==> config.mk <==
export PLATFORM = sky130hd
export DESIGN_NAME = dtcu_frame_scheduler
export DESIGN_NICKNAME = d
export VERILOG_FILES = /design/src/rtl/dtcu_frame_scheduler.sv
export SDC_FILE = /design/constraint.sdc
export NUM_CORES = 1
export LEC_CHECK = 0
export ABC_AREA = 1
export BUFFER_PORTS_ARGS = -buffer_cell sky130_fd_sc_hd__buf_2
export CELL_PAD_IN_SITES_DETAIL_PLACEMENT = 1
export CELL_PAD_IN_SITES_GLOBAL_PLACEMENT = 1
export CORE_UTILIZATION = 30
export DETAILED_ROUTE_END_ITERATION = 16
export PLACE_DENSITY_LB_ADDON = 0.1
export SETUP_SLACK_MARGIN = 0.02
export SYNTH_ARGS = -nofsm -noshare
export SYNTH_HDL_FRONTEND = slang
export SYNTH_SLANG_ARGS = --single-unit
==> constraint.sdc <==
create_clock -name clk -period 1.6 [get_ports clk]
set_clock_uncertainty 0.05 [all_clocks]
set_input_delay 0 -clock clk [delete_from_list [all_inputs] [get_ports clk]]
set_output_delay 0 -clock clk [all_outputs]
set_load 0.01 [all_outputs]
==> src/rtl/dtcu_frame_scheduler.sv <==
// Display front-end sequencer: issues DTCU init and frame sends, owns the
// front/back buffer select, retries failed transactions with backoff, latches faults.
module dtcu_frame_scheduler #(
  parameter int REFRESH_CYCLES = 400000,
  parameter int MAX_RETRIES    = 3,
  parameter int BACKOFF_CYCLES = 1000,
  parameter int START_TIMEOUT  = 16,
  localparam int RW = (MAX_RETRIES > 0) ? $clog2(MAX_RETRIES + 1) : 1
) (
  input  logic          clk,
  input  logic          reset,
  input  logic          enable,
  input  logic          frame_req,
  input  logic          swap_req,
  input  logic          clear_fault,
  input  logic          dtcu_busy,
  input  logic          dtcu_nack,
  output logic          init_display,
  output logic          send_frame,
  output logic          front_sel,
  output logic          swap_ack,
  output logic          ready,
  output logic          fault,
  output logic [RW-1:0] retry_count,
  output logic [15:0]   frame_count
);

  localparam int CMAX = (START_TIMEOUT > BACKOFF_CYCLES) ?
                        START_TIMEOUT : BACKOFF_CYCLES;
  localparam int CW = $clog2(CMAX + 1);
  localparam int TW = $clog2(REFRESH_CYCLES);

  localparam logic [2:0] S_INIT_ISSUE  = 3'd0;
  localparam logic [2:0] S_FRAME_ISSUE = 3'd1;
  localparam logic [2:0] S_WAIT_START  = 3'd2;
  localparam logic [2:0] S_WAIT_DONE   = 3'd3;
  localparam logic [2:0] S_IDLE        = 3'd4;
  localparam logic [2:0] S_BACKOFF     = 3'd5;
  localparam logic [2:0] S_FAULT       = 3'd6;

  logic [2:0]    state;
  logic          kind;
  logic [CW-1:0] cnt;
  logic          nack_lat;
  logic [TW-1:0] timer;
  logic          refresh_pending;
  logic          frame_pending;
  logic          swap_pending;

  logic tick;
  logic wrap;
  logic nack_any;
  logic ok;
  logic fail;
  logic can_retry;

  always_comb begin
    tick      = enable && ready && (state != S_FAULT);
    wrap      = tick && (timer == TW'(REFRESH_CYCLES - 1));
    nack_any  = nack_lat || dtcu_nack;
    can_retry = int'(retry_count) < MAX_RETRIES;
    ok        = 1'b0;
    fail      = 1'b0;
    unique case (1'b1)
      (state == S_WAIT_START): begin
        fail = !dtcu_busy && (cnt == CW'(START_TIMEOUT - 1));
      end
      (state == S_WAIT_DONE): begin
        ok   = !dtcu_busy && !nack_any;
        fail = !dtcu_busy && nack_any;
      end
      default: ;
    endcase
  end

  // Request capture; a set on the same edge as the issue clear wins.
  always_ff @(posedge clk or posedge reset) begin
    if (reset) begin
      timer           <= '0;
      refresh_pending <= 1'b0;
      frame_pending   <= 1'b0;
      swap_pending    <= 1'b0;
    end else if (state == S_FAULT) begin
      if (clear_fault) begin
        refresh_pending <= 1'b0;
        frame_pending   <= 1'b0;
        swap_pending    <= 1'b0;
      end
    end else begin
      if (tick) begin
        timer <= wrap ? '0 : timer + 1'b1;
      end
      if (wrap) begin
        refresh_pending <= 1'b1;
      end else if (state == S_FRAME_ISSUE) begin
        refresh_pending <= 1'b0;
      end
      if (frame_req) begin
        frame_pending <= 1'b1;
      end else if (state == S_FRAME_ISSUE) begin
        frame_pending <= 1'b0;
      end
      if (swap_req) begin
        swap_pending <= 1'b1;
      end else if (state == S_IDLE) begin
        swap_pending <= 1'b0;
      end
    end
  end

  always_ff @(posedge clk or posedge reset) begin
    if (reset) begin
      state        <= S_INIT_ISSUE;
      kind         <= 1'b0;
      cnt          <= '0;
      nack_lat     <= 1'b0;
      init_display <= 1'b0;
      send_frame   <= 1'b0;
      front_sel    <= 1'b0;
      swap_ack     <= 1'b0;
      ready        <= 1'b0;
      fault        <= 1'b0;
      retry_count  <= '0;
      frame_count  <= '0;
    end else begin
      init_display <= 1'b0;
      send_frame   <= 1'b0;
      swap_ack     <= 1'b0;
      unique case (state)
        S_INIT_ISSUE: begin
          init_display <= 1'b1;
          kind         <= 1'b0;
          cnt          <= '0;
          nack_lat     <= 1'b0;
          state        <= S_WAIT_START;
        end
        S_FRAME_ISSUE: begin
          send_frame <= 1'b1;
          kind       <= 1'b1;
          cnt        <= '0;
          nack_lat   <= 1'b0;
          state      <= S_WAIT_START;
        end
        S_WAIT_START: begin
          if (dtcu_nack) begin
            nack_lat <= 1'b1;
          end
          if (dtcu_busy) begin
            state <= S_WAIT_DONE;
          end else if (!fail) begin
            cnt <= cnt + 1'b1;
          end
        end
        S_WAIT_DONE: begin
          if (dtcu_nack) begin
            nack_lat <= 1'b1;
          end
          if (!dtcu_busy) begin
            nack_lat <= 1'b0;
          end
          if (ok) begin
            retry_count <= '0;
            state       <= S_IDLE;
            if (kind) begin
              frame_count <= frame_count + 16'd1;
            end else begin
              ready <= 1'b1;
            end
          end
        end
        S_BACKOFF: begin
          if (cnt == CW'(BACKOFF_CYCLES - 1)) begin
            state <= kind ? S_FRAME_ISSUE : S_INIT_ISSUE;
          end else begin
            cnt <= cnt + 1'b1;
          end
        end
        // A pending swap always commits before the next frame is issued.
        S_IDLE: begin
          if (swap_pending) begin
            front_sel <= ~front_sel;
            swap_ack  <= 1'b1;
          end else if (refresh_pending || frame_pending) begin
            state <= S_FRAME_ISSUE;
          end
        end
        S_FAULT: begin
          if (clear_fault) begin
            fault       <= 1'b0;
            ready       <= 1'b0;
            retry_count <= '0;
            state       <= S_INIT_ISSUE;
          end
        end
        default: begin
          state <= S_INIT_ISSUE;
        end
      endcase
      if (fail) begin
        cnt <= '0;
        if (can_retry) begin
          retry_count <= retry_count + 1'b1;
          state       <= S_BACKOFF;
        end else begin
          fault <= 1'b1;
          state <= S_FAULT;
        end
      end
    end
  end

endmodule

# Yosys cells after proc, flatten, opt, wreduce, memory -nomap -nowiden
# Index checks and enable logic that the tools add are counted.
# word_totals
ff_bits	61
output_inout_bits	24
word_cells	118
# classes
addsub	4
n_lt_le_gt_ge	1
n_eq_ne	21
mux	46
bitwise	2
n_reduce_logical	28
# op_table
op	count
$mux 10	3
$pmux 10 s3	1
$ne 3x3->1 const B	8
$mux 1	23
$mux 3	7
$add 19x1->19 const B	1
$eq 19x19->1 const B	1
$mux 19	1
$pmux 3 s6	1
$add 16x1->16 const B	1
$reduce_bool 3->1	4
$add 10x1->10 const B	1
$eq 10x10->1 const B	1
$eq 10x4->1 const B	1
$mux 2	5
$reduce_and 2->1	5
$eq 3x3->1 const B	3
$eq 3x2->1 const B	2
$logic_and 1x1->1	6
$ne 2x2->1 const B	3
$pmux 1 s2	3
$reduce_and 3->1	2
$reduce_and 6->1	1
$pmux 2 s2	1
13 further kinds	17

# Depth between registers and ports, before layout
# depth
word_depth	8
ltp_mapped	12
depth_no_buf	11

# Worst setup path before layout
# No wires, ideal clock.
# synth_timing
path_type	reg2reg
start	reg cnt[0]
end	reg cnt[7]
setup_time_ps	118
t_arrival_ps	1547
path_slack_ps	-115
path_stages_with_launch	12
n_path_buf	1
cell_sequence	dfrtp_1 > ha_1 > nand2_2 > inv_1 > nand2_1 > o21bai_4 > nand2_4 > nand2_4 > nand2_4 > buf_6 > nand2_1 > nand2_1
# synth_via
elab_chain_cells	5
elab_cells_between_ends	13
# synth_rtl
item	line	text
start, declared	43	logic [CW-1:0] cnt;
start signal, assigned	151	cnt <= cnt + 1'b1;
start signal, assigned	175	cnt <= cnt + 1'b1;
branches (longest 5 deep; another with $add 10x1->10)	--	
# Parallel ways; which one is timed is not known. The select of a mux whose other input is x is not followed.
# A chain may end at the register's enable or synchronous reset.

# Final worst setup path
# layout_timing
start	reg cnt[0]
end	reg cnt[3]
# Same word-level chain as after synthesis.

==> metrics.csv <==
metric,value,unit
outcome,finished with violations,
violations,setup timing,
finalWeightedCongestion,0.7964,
area_growth,48.10,%
clock_sinks,61,
grt_setup_unrepaired,yes,
grt_first_pass_wirelength,16480,um
final_core_utilization,45.87,%
clockBufferDepth,2,
setup_ws,-0.05308,ns
rows,38,
seq_power_share,30.2,%
r2r-end,cnt[3]$_DFFE_PP0P_,
regArea,0.001531,mm2
fp.dieW,108.3,um
antenna_found_initial,0,
start_kind,register,
slew_violations,0,
first_pass_iters,4,
yosysUniqueCellTypes,32,
fin_crit_sh,103.3,%
die-area,0.01172,mm2
grt_max_degree,24,
io_buffers,31,
cts_tree,done,
synth_cells,436,
worstHoldStart,enable,
ant_nets,0,
core_region_area,0.01094,mm2
rr_startpoint,cnt[0]$_DFFE_PP0P_,
synth_edf_count,0,
switchingPower,2.525,mW
hold_violations,0,
vdd_drop_max,0.7162,mV
yosysTopAreaCellShare,45.07,%
timing.final.crit_period,1.653,ns
synth_commonest_cells,"124 x nand2_1, 70 x nor2_1, 61 x dfrtp_1",
synth_top_cell_by_area,dfrtp_1,
drt_iter0_markers,65,
num_vias,3220,
switching_share,35.80,%
design_area,0.005016,mm2
fillers,1309,
cts_buffers,9,
yosys_most_used_dff,dfrtp_1,
wire_per_inst,14.29,um
grt_pass1_vias,3385,
fmax,0.6049,GHz
critPathKind,reg2reg,
synth_area_leaders,"dfrtp_1 45%, nand2_1 14%, nor2_1 7.8%",
worstHoldPathCells,4,
placed_area,0.004086,mm2
synthesis.nets,448,
drc,0,
internal_power,4.528,mW
htreeDepth,3,
maxCapViolCount,0,
critPathMaxFanout,7,
yosysWarnings,0,
ios,32,
p_leak,2.526,nW
synth-seq-cells,61,
ys_seq_area_share,45.07,%
initial_core_util,30.97,%
setup_violations,14,
die_h,108.3,um
worstSkewPairLatency,0.33,ns
worstPathRequired,1.77,ns
n_antenna_cell,0,
cts-root-buf,clkbuf_16,
path_clk_slew,0.06,ns
multiInputGateArea,0.002049,mm2
globalRouteOverflowTotal,0,
worstSetupEndpointType,register,
wl,9871,um
power.density,1406,mW/mm2
reg2reg_slack,-0.05,ns
synthArstFlopShare,100.0,%
layout-drive-gt1-share,37.57,%
vias_per_cell,4.660,
hold_end,timer[1]$_DFFE_PP0P_,
worstPathArrival,1.83,ns
slew_headroom,66.88,%
hp-class,in2reg,
p_comb_share,37.5,%
finalNetCount,558,
reg2reg_depth,10,
yosysMostFrequentCell,nand2_1,
worstMarginPinSlew,0.4963,ns
syn_area_per_cell,7.768,um2
netlist_area,0.003387,mm2
track_usage,18.44,%
clkPwrFrac,32.3,%
dp_hpwl,6980,um
-- final cells by class --
cell class              instances  area share (%)
clock buffers                  12           4.914
inverters                      46           3.542
well taps                     140           3.492
multi-input cells             327           40.86
clock inverters                 4           1.896
flip-flops and latches         61           30.53
repair buffers                101           14.77
-- critical path: stages, from the launching register on --
cell and delay, ns:
dfrtp_1 0.37, ha_2 0.22, nand2_4 0.08, inv_4 0.08, nand2_4 0.05, o21bai_4 0.21
nand2_4 0.12, nand2_8 0.12, nand2_8 0.09, nand2_1 0.09, o21ai_2 0.05
-- per-stage QoR --
step                std cells  total power [mW]  setup WS [ns]  hold WS, ns   TNS, ns
floorplan                 436             3.318       -0.04924      0.07937   -0.3207
global placement          654             4.121        -0.1104     -0.02782    -1.036
detailed placement        654             4.176        -0.1279     -0.03019    -1.469
CTS                       680             6.730       -0.01495      0.02859  -0.05856
global route              691             7.471        -0.1301      0.06028    -2.584
finish                    691             7.053       -0.05308      0.03583   -0.4375
-- flip-flops by register name, indices dropped and copies added, names as in the netlist, 2 cells and up --
signal and cells:
timer 19, frame_count 16, cnt 10, state 3
retry_count 2
-- placed cells by master, fill, tap and decap left out, drive strengths merged, types with 3 or more instances in the layout --
| cell type | n |
|---|---|
| nor2 | 75 |
| nor3 | 16 |
| inv | 46 |
| nand4 | 7 |
| a21oi | 6 |
| buf | 97 |
| o21ai | 15 |
| ha | 4 |
| dfrtp | 61 |
| bufinv | 3 |
| xor2 | 18 |
| clkbuf | 12 |
| dlygate4sd3 | 4 |
| xnor2 | 10 |
| nand3b | 3 |
| nand2 | 132 |
| nand3 | 35 |
-- cells by family after synthesis --
| logic type | count (synthesis) | share of synthesized area (%) |
|---|---|---|
| flops | 61 | 45.07 |
| compound gates | 27 | 5.357 |
| xor+xnor | 28 | 7.240 |
| buf+inv | 49 | 5.984 |
| simple gates | 267 | 34.87 |
| fa+ha+maj | 4 | 1.478 |
-- worst max path at each step --
stage / to / depth (start not counted) / startpoint
after floorplan: cnt[5]$_DFFE_PP0P_ / 11 / cnt[0]$_DFFE_PP0P_
after global placement: frame_count[14]$_DFFE_PP0P_ / 7 / state[2]$_DFFE_PP0P_
after detailed placement: timer[16]$_DFFE_PP0P_ / 8 / state[1]$_DFFE_PP0P_
after CTS: cnt[3]$_DFFE_PP0P_ / 10 / cnt[0]$_DFFE_PP0P_
after global routing: cnt[3]$_DFFE_PP0P_ / 10 / cnt[0]$_DFFE_PP0P_
final: cnt[3]$_DFFE_PP0P_ / 10 / cnt[0]$_DFFE_PP0P_
-- routing by layer --
layer	global-route usage, %	up-vias	wire length (um)
li1	-	1610	-
met1	24.43	1559	4735
met2	30.03	33	4699
met3	2.411	18	180
met4	8.205	0	256
met5	0	-	0
-- power by group through the flow --
stage	clock, mW	combinational (mW)	sequential [mW]
floorplan	0	1.18	2.13
detailed placement	0	2.06	2.11
global placement	0	2.02	2.10
global route	2.41	2.90	2.17
CTS	2.33	2.28	2.13
finish	2.28	2.64	2.13
-- what timing repair did --
action                                 4_1_cts  5_1_grt
setup buffers                                6       10
resized for setup                           39       69
setup endpoints to repair                   35       44
endpoints found under the hold margin       41        0
pin swaps                                    9       27
hold buffers                                 4        0
gates cloned                                 0        1
(Power assumes the default switching activity.)
